===== src/rtl/dmem_dma_if.sv =====
// Command and memory-bus bundle between the control logic, dmem_dma and dmem.
// The checksum wire exists only when DMA_CHECKSUM_EN is defined.
interface dmem_dma_if #(
  parameter int AW = 8,
  parameter int DW = 8
);
  logic          start;
  logic          op;
  logic [AW-1:0] src;
  logic [AW-1:0] dst;
  logic [AW-1:0] len;
  logic [DW-1:0] fill_val;
  logic          busy;
  logic          done;
  logic          mem_we;
  logic [AW-1:0] mem_addr;
  logic [DW-1:0] mem_di;
  logic [DW-1:0] mem_dout;
`ifdef DMA_CHECKSUM_EN
  logic [DW-1:0] checksum;
`endif

  // master: the DMA engine itself
  modport master (
    input  start, op, src, dst, len, fill_val, mem_dout,
    output busy, done, mem_we, mem_addr, mem_di
`ifdef DMA_CHECKSUM_EN
    , output checksum
`endif
  );

  // slave: the core/memory environment around the engine
  modport slave (
    output start, op, src, dst, len, fill_val, mem_dout,
    input  busy, done, mem_we, mem_addr, mem_di
`ifdef DMA_CHECKSUM_EN
    , input checksum
`endif
  );
endinterface


===== src/rtl/dmem_dma.sv =====
// Block COPY/FILL engine driving a single-port 256x8 data memory.
// Optional DMA_CHECKSUM_EN adds a running byte-sum of the last command's writes.
module dmem_dma #(
  parameter int AW = 8,
  parameter int DW = 8
) (
  input  logic        clk,
  input  logic        rst_n,
  dmem_dma_if.master  bus
);

  typedef enum logic [1:0] {
    S_IDLE = 2'd0,
    S_RD   = 2'd1,
    S_WR   = 2'd2,
    S_DONE = 2'd3
  } state_t;

  state_t        state_q, state_d;
  logic          op_q, op_d;
  logic [AW-1:0] src_q, src_d;
  logic [AW-1:0] dst_q, dst_d;
  logic [AW-1:0] len_q, len_d;
  logic [AW-1:0] cnt_q, cnt_d;
  logic [DW-1:0] fill_q, fill_d;
  logic [DW-1:0] hold_q, hold_d;
  logic [DW-1:0] wdata;

  assign wdata = op_q ? fill_q : hold_q;

  always_ff @(posedge clk) begin
    if (!rst_n) begin
      state_q <= S_IDLE;
      op_q    <= 1'b0;
      src_q   <= '0;
      dst_q   <= '0;
      len_q   <= '0;
      cnt_q   <= '0;
      fill_q  <= '0;
      hold_q  <= '0;
    end else begin
      state_q <= state_d;
      op_q    <= op_d;
      src_q   <= src_d;
      dst_q   <= dst_d;
      len_q   <= len_d;
      cnt_q   <= cnt_d;
      fill_q  <= fill_d;
      hold_q  <= hold_d;
    end
  end

  always_comb begin
    state_d = state_q;
    op_d    = op_q;
    src_d   = src_q;
    dst_d   = dst_q;
    len_d   = len_q;
    cnt_d   = cnt_q;
    fill_d  = fill_q;
    hold_d  = hold_q;
    case (state_q)
      S_IDLE: begin
        if (bus.start) begin
          op_d   = bus.op;
          src_d  = bus.src;
          dst_d  = bus.dst;
          len_d  = bus.len;
          fill_d = bus.fill_val;
          cnt_d  = '0;
          if (bus.len == '0)  state_d = S_DONE;
          else if (bus.op)    state_d = S_WR;
          else                state_d = S_RD;
        end
      end
      S_RD: begin
        hold_d  = bus.mem_dout;
        src_d   = src_q + AW'(1);
        state_d = S_WR;
      end
      S_WR: begin
        dst_d = dst_q + AW'(1);
        cnt_d = cnt_q + AW'(1);
        if (cnt_d == len_q) state_d = S_DONE;
        else if (op_q)      state_d = S_WR;
        else                state_d = S_RD;
      end
      S_DONE: state_d = S_IDLE;
      default: state_d = S_IDLE;
    endcase
  end

  assign bus.busy     = (state_q == S_RD) || (state_q == S_WR);
  assign bus.done     = (state_q == S_DONE);
  assign bus.mem_we   = (state_q == S_WR);
  assign bus.mem_addr = (state_q == S_RD) ? src_q : dst_q;
  assign bus.mem_di   = wdata;

`ifdef DMA_CHECKSUM_EN
  logic [DW-1:0] csum_q, csum_d;

  // cleared on accept so the value left after done covers only that command
  always_comb begin
    csum_d = csum_q;
    if (state_q == S_IDLE && bus.start) csum_d = '0;
    else if (state_q == S_WR)           csum_d = csum_q + wdata;
  end

  always_ff @(posedge clk) begin
    if (!rst_n) csum_q <= '0;
    else        csum_q <= csum_d;
  end

  assign bus.checksum = csum_q;
`endif

endmodule


===== src/flat_wrapper.sv =====
// flat-port wrapper written by rule: the top's interface ports become plain ports
module dmem_dma_flat 
#(
  parameter int AW = 8,
  parameter int DW = 8
)
  (clk, rst_n, bus_start, bus_op, bus_src, bus_dst, bus_len, bus_fill_val, bus_mem_dout, bus_busy, bus_done, bus_mem_we, bus_mem_addr, bus_mem_di);
  dmem_dma_if #(.AW(AW), .DW(DW)) bus_i ();
  input  logic clk;
  input  logic rst_n;
  input wire logic [$bits(bus_i.start)-1:0] bus_start;
  input wire logic [$bits(bus_i.op)-1:0] bus_op;
  input wire logic [$bits(bus_i.src)-1:0] bus_src;
  input wire logic [$bits(bus_i.dst)-1:0] bus_dst;
  input wire logic [$bits(bus_i.len)-1:0] bus_len;
  input wire logic [$bits(bus_i.fill_val)-1:0] bus_fill_val;
  input wire logic [$bits(bus_i.mem_dout)-1:0] bus_mem_dout;
  output wire logic [$bits(bus_i.busy)-1:0] bus_busy;
  output wire logic [$bits(bus_i.done)-1:0] bus_done;
  output wire logic [$bits(bus_i.mem_we)-1:0] bus_mem_we;
  output wire logic [$bits(bus_i.mem_addr)-1:0] bus_mem_addr;
  output wire logic [$bits(bus_i.mem_di)-1:0] bus_mem_di;
  assign bus_i.start = bus_start;
  assign bus_i.op = bus_op;
  assign bus_i.src = bus_src;
  assign bus_i.dst = bus_dst;
  assign bus_i.len = bus_len;
  assign bus_i.fill_val = bus_fill_val;
  assign bus_i.mem_dout = bus_mem_dout;
  assign bus_busy = bus_i.busy;
  assign bus_done = bus_i.done;
  assign bus_mem_we = bus_i.mem_we;
  assign bus_mem_addr = bus_i.mem_addr;
  assign bus_mem_di = bus_i.mem_di;
  dmem_dma #(.AW(AW), .DW(DW)) u_core (.clk(clk), .rst_n(rst_n), .bus(bus_i));
endmodule

===== config.mk =====
export PLATFORM = sky130hd
export DESIGN_NAME = dmem_dma_flat
export DESIGN_NICKNAME = d
export VERILOG_FILES = /design/src/rtl/dmem_dma_if.sv /design/src/rtl/dmem_dma.sv /design/src/flat_wrapper.sv
export SDC_FILE = /design/constraint.sdc
export NUM_CORES = 1
export LEC_CHECK = 0
export ABC_AREA = 1
export CAP_MARGIN = 20
export CORE_MARGIN = 1
export CORE_UTILIZATION = 45
export DETAILED_ROUTE_END_ITERATION = 8
export GPL_TIMING_DRIVEN = 0
export PLACE_DENSITY = 0.83
export SYNTH_ARGS = -nofsm -noshare
export SYNTH_HDL_FRONTEND = slang
export SYNTH_SLANG_ARGS = --single-unit

===== constraint.sdc =====
create_clock -name clk -period 1.49 [get_ports clk]
set_input_delay 0.2235 -clock clk [delete_from_list [all_inputs] [get_ports clk]]
set_output_delay 0.2235 -clock clk [all_outputs]
set_load 0.03 [all_outputs]

==> results.sh <==
export IMPL_path_clk_slew_ns=0.09
export IMPL_multi_input_area_um2=1849
export IMPL_n_antenna_cell=0
export IMPL_yosysUniqueCellTypes=29
export IMPL_cp_slowest_cell="dfxtp_4"
export IMPL_grt_first_pass_wirelength_um=14040
export IMPL_dp_cells=543
export IMPL_grt_max_degree=15
export IMPL_comb_power_share_pct=53.5
export IMPL_vias=3346
export IMPL_leakage_nw=1.780
export IMPL_io_pins=63
export IMPL_hold_path_class="in -> reg"
export IMPL_root_buffer="clkbuf_8"
export IMPL_antenna_found_initial=0
export IMPL_clock_sinks=51
export IMPL_ys_seq_area_share_pct=37.41
export IMPL_dr_first_iter_drc_count=283
export IMPL_synth_cells=409
export IMPL_vias_per_cell=5.809
export IMPL_fmax_mhz=571.4
export IMPL_hold_depth=3
export IMPL_fin_crit_ns=1.750
export IMPL_fillerInstances=374
export IMPL_reg2reg_to="u_core.cnt_q[1]"
export IMPL_rows=27
export IMPL_area_growth_pct=55.34
export IMPL_worstPathRequired_ns=1.27
export IMPL_critical_path_max_stage_delay_ns=0.36
export IMPL_rr_worst_depth=10
export IMPL_drive_above_1_share_pct=30.56
export IMPL_hold_buffers=0
export IMPL_skew_ns=0.004795
export IMPL_final_cells=576
export IMPL_final_design_area_no_fill_um2=4239
export IMPL_post_dp_cell_area_um2=3537
export IMPL_holdCritStartpoint="bus_mem_dout[7]"
export IMPL_final_setup_worst_slack_ns=-0.2600
export IMPL_worstSkewPairLatency_ns=0.31
export IMPL_die_width_um=79.87
export IMPL_slew_violations=0
export IMPL_clock_path_buffers=2
export IMPL_route_detailed_drc=0
export IMPL_grt_use_total_pct=28.85
export IMPL_cp_arrival_ns=1.53
export IMPL_cp_cell_sequence="inv_4 > ha_4 > clkbuf_16 > clkbuf_16 > nand2_2 > o21ai_4 > buf_6"
export IMPL_portBuffers=62
export IMPL_yosys_warnings=0
export IMPL_wl_um=9813
export IMPL_tightest_slew_ns=0.7446
export IMPL_worstPathMaxFanout=5
export IMPL_synth_area_um2=2729
export IMPL_antenna_left=0
export IMPL_hold_viol=0
export IMPL_critPathMostFrequentCell="clkbuf_16"
export IMPL_status="finished, violations left"
export IMPL_hold_path_endpoint="u_core.hold_q[7]"
export IMPL_start_util_pct=48.08
export IMPL_final_cell_mix="nand2_1, nor2_1, clkdlybuf4s50_1, dfxtp_1, o21ai_0"
export IMPL_p_int_mw=3.436
export IMPL_p_per_area_nw_per_um2=1409
export IMPL_ir_drop_mv=0.8303
export IMPL_r2r_slack_ns=-0.25
export IMPL_rsz0062_at_grt="yes"
export IMPL_grt_pass1_vias=3060
export IMPL_p_sw_mw=2.538
export IMPL_final_nets=555
export IMPL_first_pass_iters=6
export IMPL_core_um2=5675
export IMPL_cts_tree="done"
export IMPL_htree_levels=2
export IMPL_syn_num_nets=460
export IMPL_setup_viol=35
export IMPL_place_congestion=0.8912
export IMPL_syn_avg_cell_area_um2=6.672
export IMPL_startpoint_type="register"
export IMPL_max_slew_margin_pct=50.36
export IMPL_critPathKind="reg -> out"
export IMPL_r2r_start="u_core.state_q[1]"
export IMPL_pwr_share_seq_pct=32.5
export IMPL_seqCellArea_um2=1044
export IMPL_hpwl_um=5499
export IMPL_max_cap_violations=0
export IMPL_cts_buffers=5
export IMPL_setup_tns_final_ns=-5.122
export IMPL_die_height_um=79.87
export IMPL_ys_ff_latch=51
export IMPL_failed_checks="negative setup slack"
export IMPL_power_total_mw=5.975
export IMPL_layout_commonest_cell="nand2_1"
export IMPL_p_clk_share_pct=14.1
export IMPL_detail_route_wl_per_cell_um=17.04
export IMPL_cp_end_kind="output pin"
export IMPL_p_sw_share_pct=42.48
export IMPL_grt_overflow=0
export IMPL_dp_slack_ns=-0.7231
export IMPL_min_period_over_period_pct=117.4
export IMPL_die_area_um2=6379
## layer usage
metal	share of wire [%]	vias to the layer above	GRT usage [%]
li1	-	1535	-
met1	38	1540	32.87
met2	49	215	49.40
met3	7.1	56	5.486
met4	5.1	0	17.86
met5	0	-	0
## flip-flops by register name (all words and copies together), names as in the netlist
name            cells
u_core.cnt_q        8
u_core.dst_q        8
u_core.fill_q       8
u_core.hold_q       8
u_core.len_q        8
u_core.src_q        8
u_core.state_q      2
u_core.op_q         1
## cell usage after synthesis
master / count / area [µm²]
xnor2_1: 3 / 26.28
o21bai_2: 1 / 11.26
nand3_2: 1 / 10.01
a21oi_1: 35 / 175.2
ha_1: 7 / 87.58
o21ai_0: 49 / 245.2
a221oi_1: 1 / 8.760
nand3_1: 26 / 130.1
a211oi_1: 6 / 45.04
o32ai_1: 2 / 17.52
clkbuf_1: 14 / 52.55
nor2_8: 1 / 20.02
nor2_4: 1 / 11.26
o21ai_2: 1 / 8.760
a31oi_1: 2 / 12.51
inv_2: 1 / 3.750
dfxtp_1: 51 / 1021
nor2_1: 59 / 221.5
o211ai_1: 2 / 15.01
buf_2: 3 / 15.01
nor2_2: 1 / 6.260
clkinv_1: 1 / 3.750
a221o_1: 1 / 10.01
xor2_1: 4 / 35.03
inv_1: 35 / 131.4
nand4_1: 2 / 12.51
a21oi_2: 2 / 17.52
nand2_2: 4 / 25.02
nand2_1: 93 / 349.1
## critical path: cells and delay by family, from the launching register on
family,cells,cell delay (ns)
buffers and inverters,4,0.51
and+or+nand+nor,1,0.07
AOI/OAI and AO/OA,1,0.08
adders and majority gates,1,0.18
DFF,1,0.36
## worst max-delay path by stage
| stage | from | to | slack [ns] | cells past startpoint |
|---|---|---|---|---|
| 2_1_floorplan | u_core.state_q[0] | u_core.dst_q[1] | -0.01 | 10 |
| 3_3_place_gp | u_core.state_q[1] | bus_mem_addr[1] | -0.72 | 8 |
| 3_5_place_dp | u_core.state_q[1] | bus_mem_addr[1] | -0.72 | 8 |
| 4_1_cts | u_core.state_q[1] | bus_mem_addr[4] | -0.21 | 6 |
| 5_1_grt | u_core.state_q[1] | bus_mem_addr[6] | -0.29 | 7 |
| 6_report | u_core.state_q[1] | bus_mem_addr[6] | -0.26 | 7 |
## power groups by stage
stage | combinational, mW | clock, mW | sequential, mW
final | 3.19 | 0.840 | 1.94
after global routing | 3.38 | 0.918 | 1.97
after CTS | 2.72 | 0.825 | 1.88
after detailed placement | 2.17 | 0 | 1.89
after global placement | 2.14 | 0 | 1.87
after floorplan | 1.50 | 0 | 1.82
## logic make-up (layout without fill, tap and decap cells)
group / count (synthesis) / count (layout) / synth area share, %
flip-flops: 51 / 51 / 37.41
buffers and inverters: 54 / 149 / 7.565
AO/OA/AOI/OAI: 102 / 102 / 20.77
XOR/XNOR: 7 / 7 / 2.247
adder cells (fa/ha/maj): 7 / 7 / 3.209
AND/OR/NAND/NOR: 188 / 188 / 28.79
## stage by stage
| step | utilization, % | hold WS, ns |
|---|---|---|
| 2_1_floorplan | - | 0.3511 |
| 3_3_place_gp | 62.32 | 0.4589 |
| 3_5_place_dp | 62.32 | 0.4643 |
| 4_1_cts | 70.37 | 0.4780 |
| 5_1_grt | 74.69 | 0.4965 |
| 6_report | 74.69 | 0.4909 |
## timing repair
item                       in CTS  in global routing
hold endpoints to repair        0                  0
cloned                          2                  0
pin swaps                      11                 18
gates resized for setup       185                 75
setup endpoints to repair      58                 53
buffers inserted               17                  8
## area by class of cell
cell class,count,share of cell area (%)
Clock inverter,1,0.1181
Multi-Input combinational cell,304,43.62
Timing Repair Buffer,89,19.98
Buffer,16,3.808
Tap cell,72,2.125
Inverter,37,3.778
Sequential cell,51,24.62
Clock buffer,6,1.948
No activity file was read; power rests on OpenSTA's default activity.
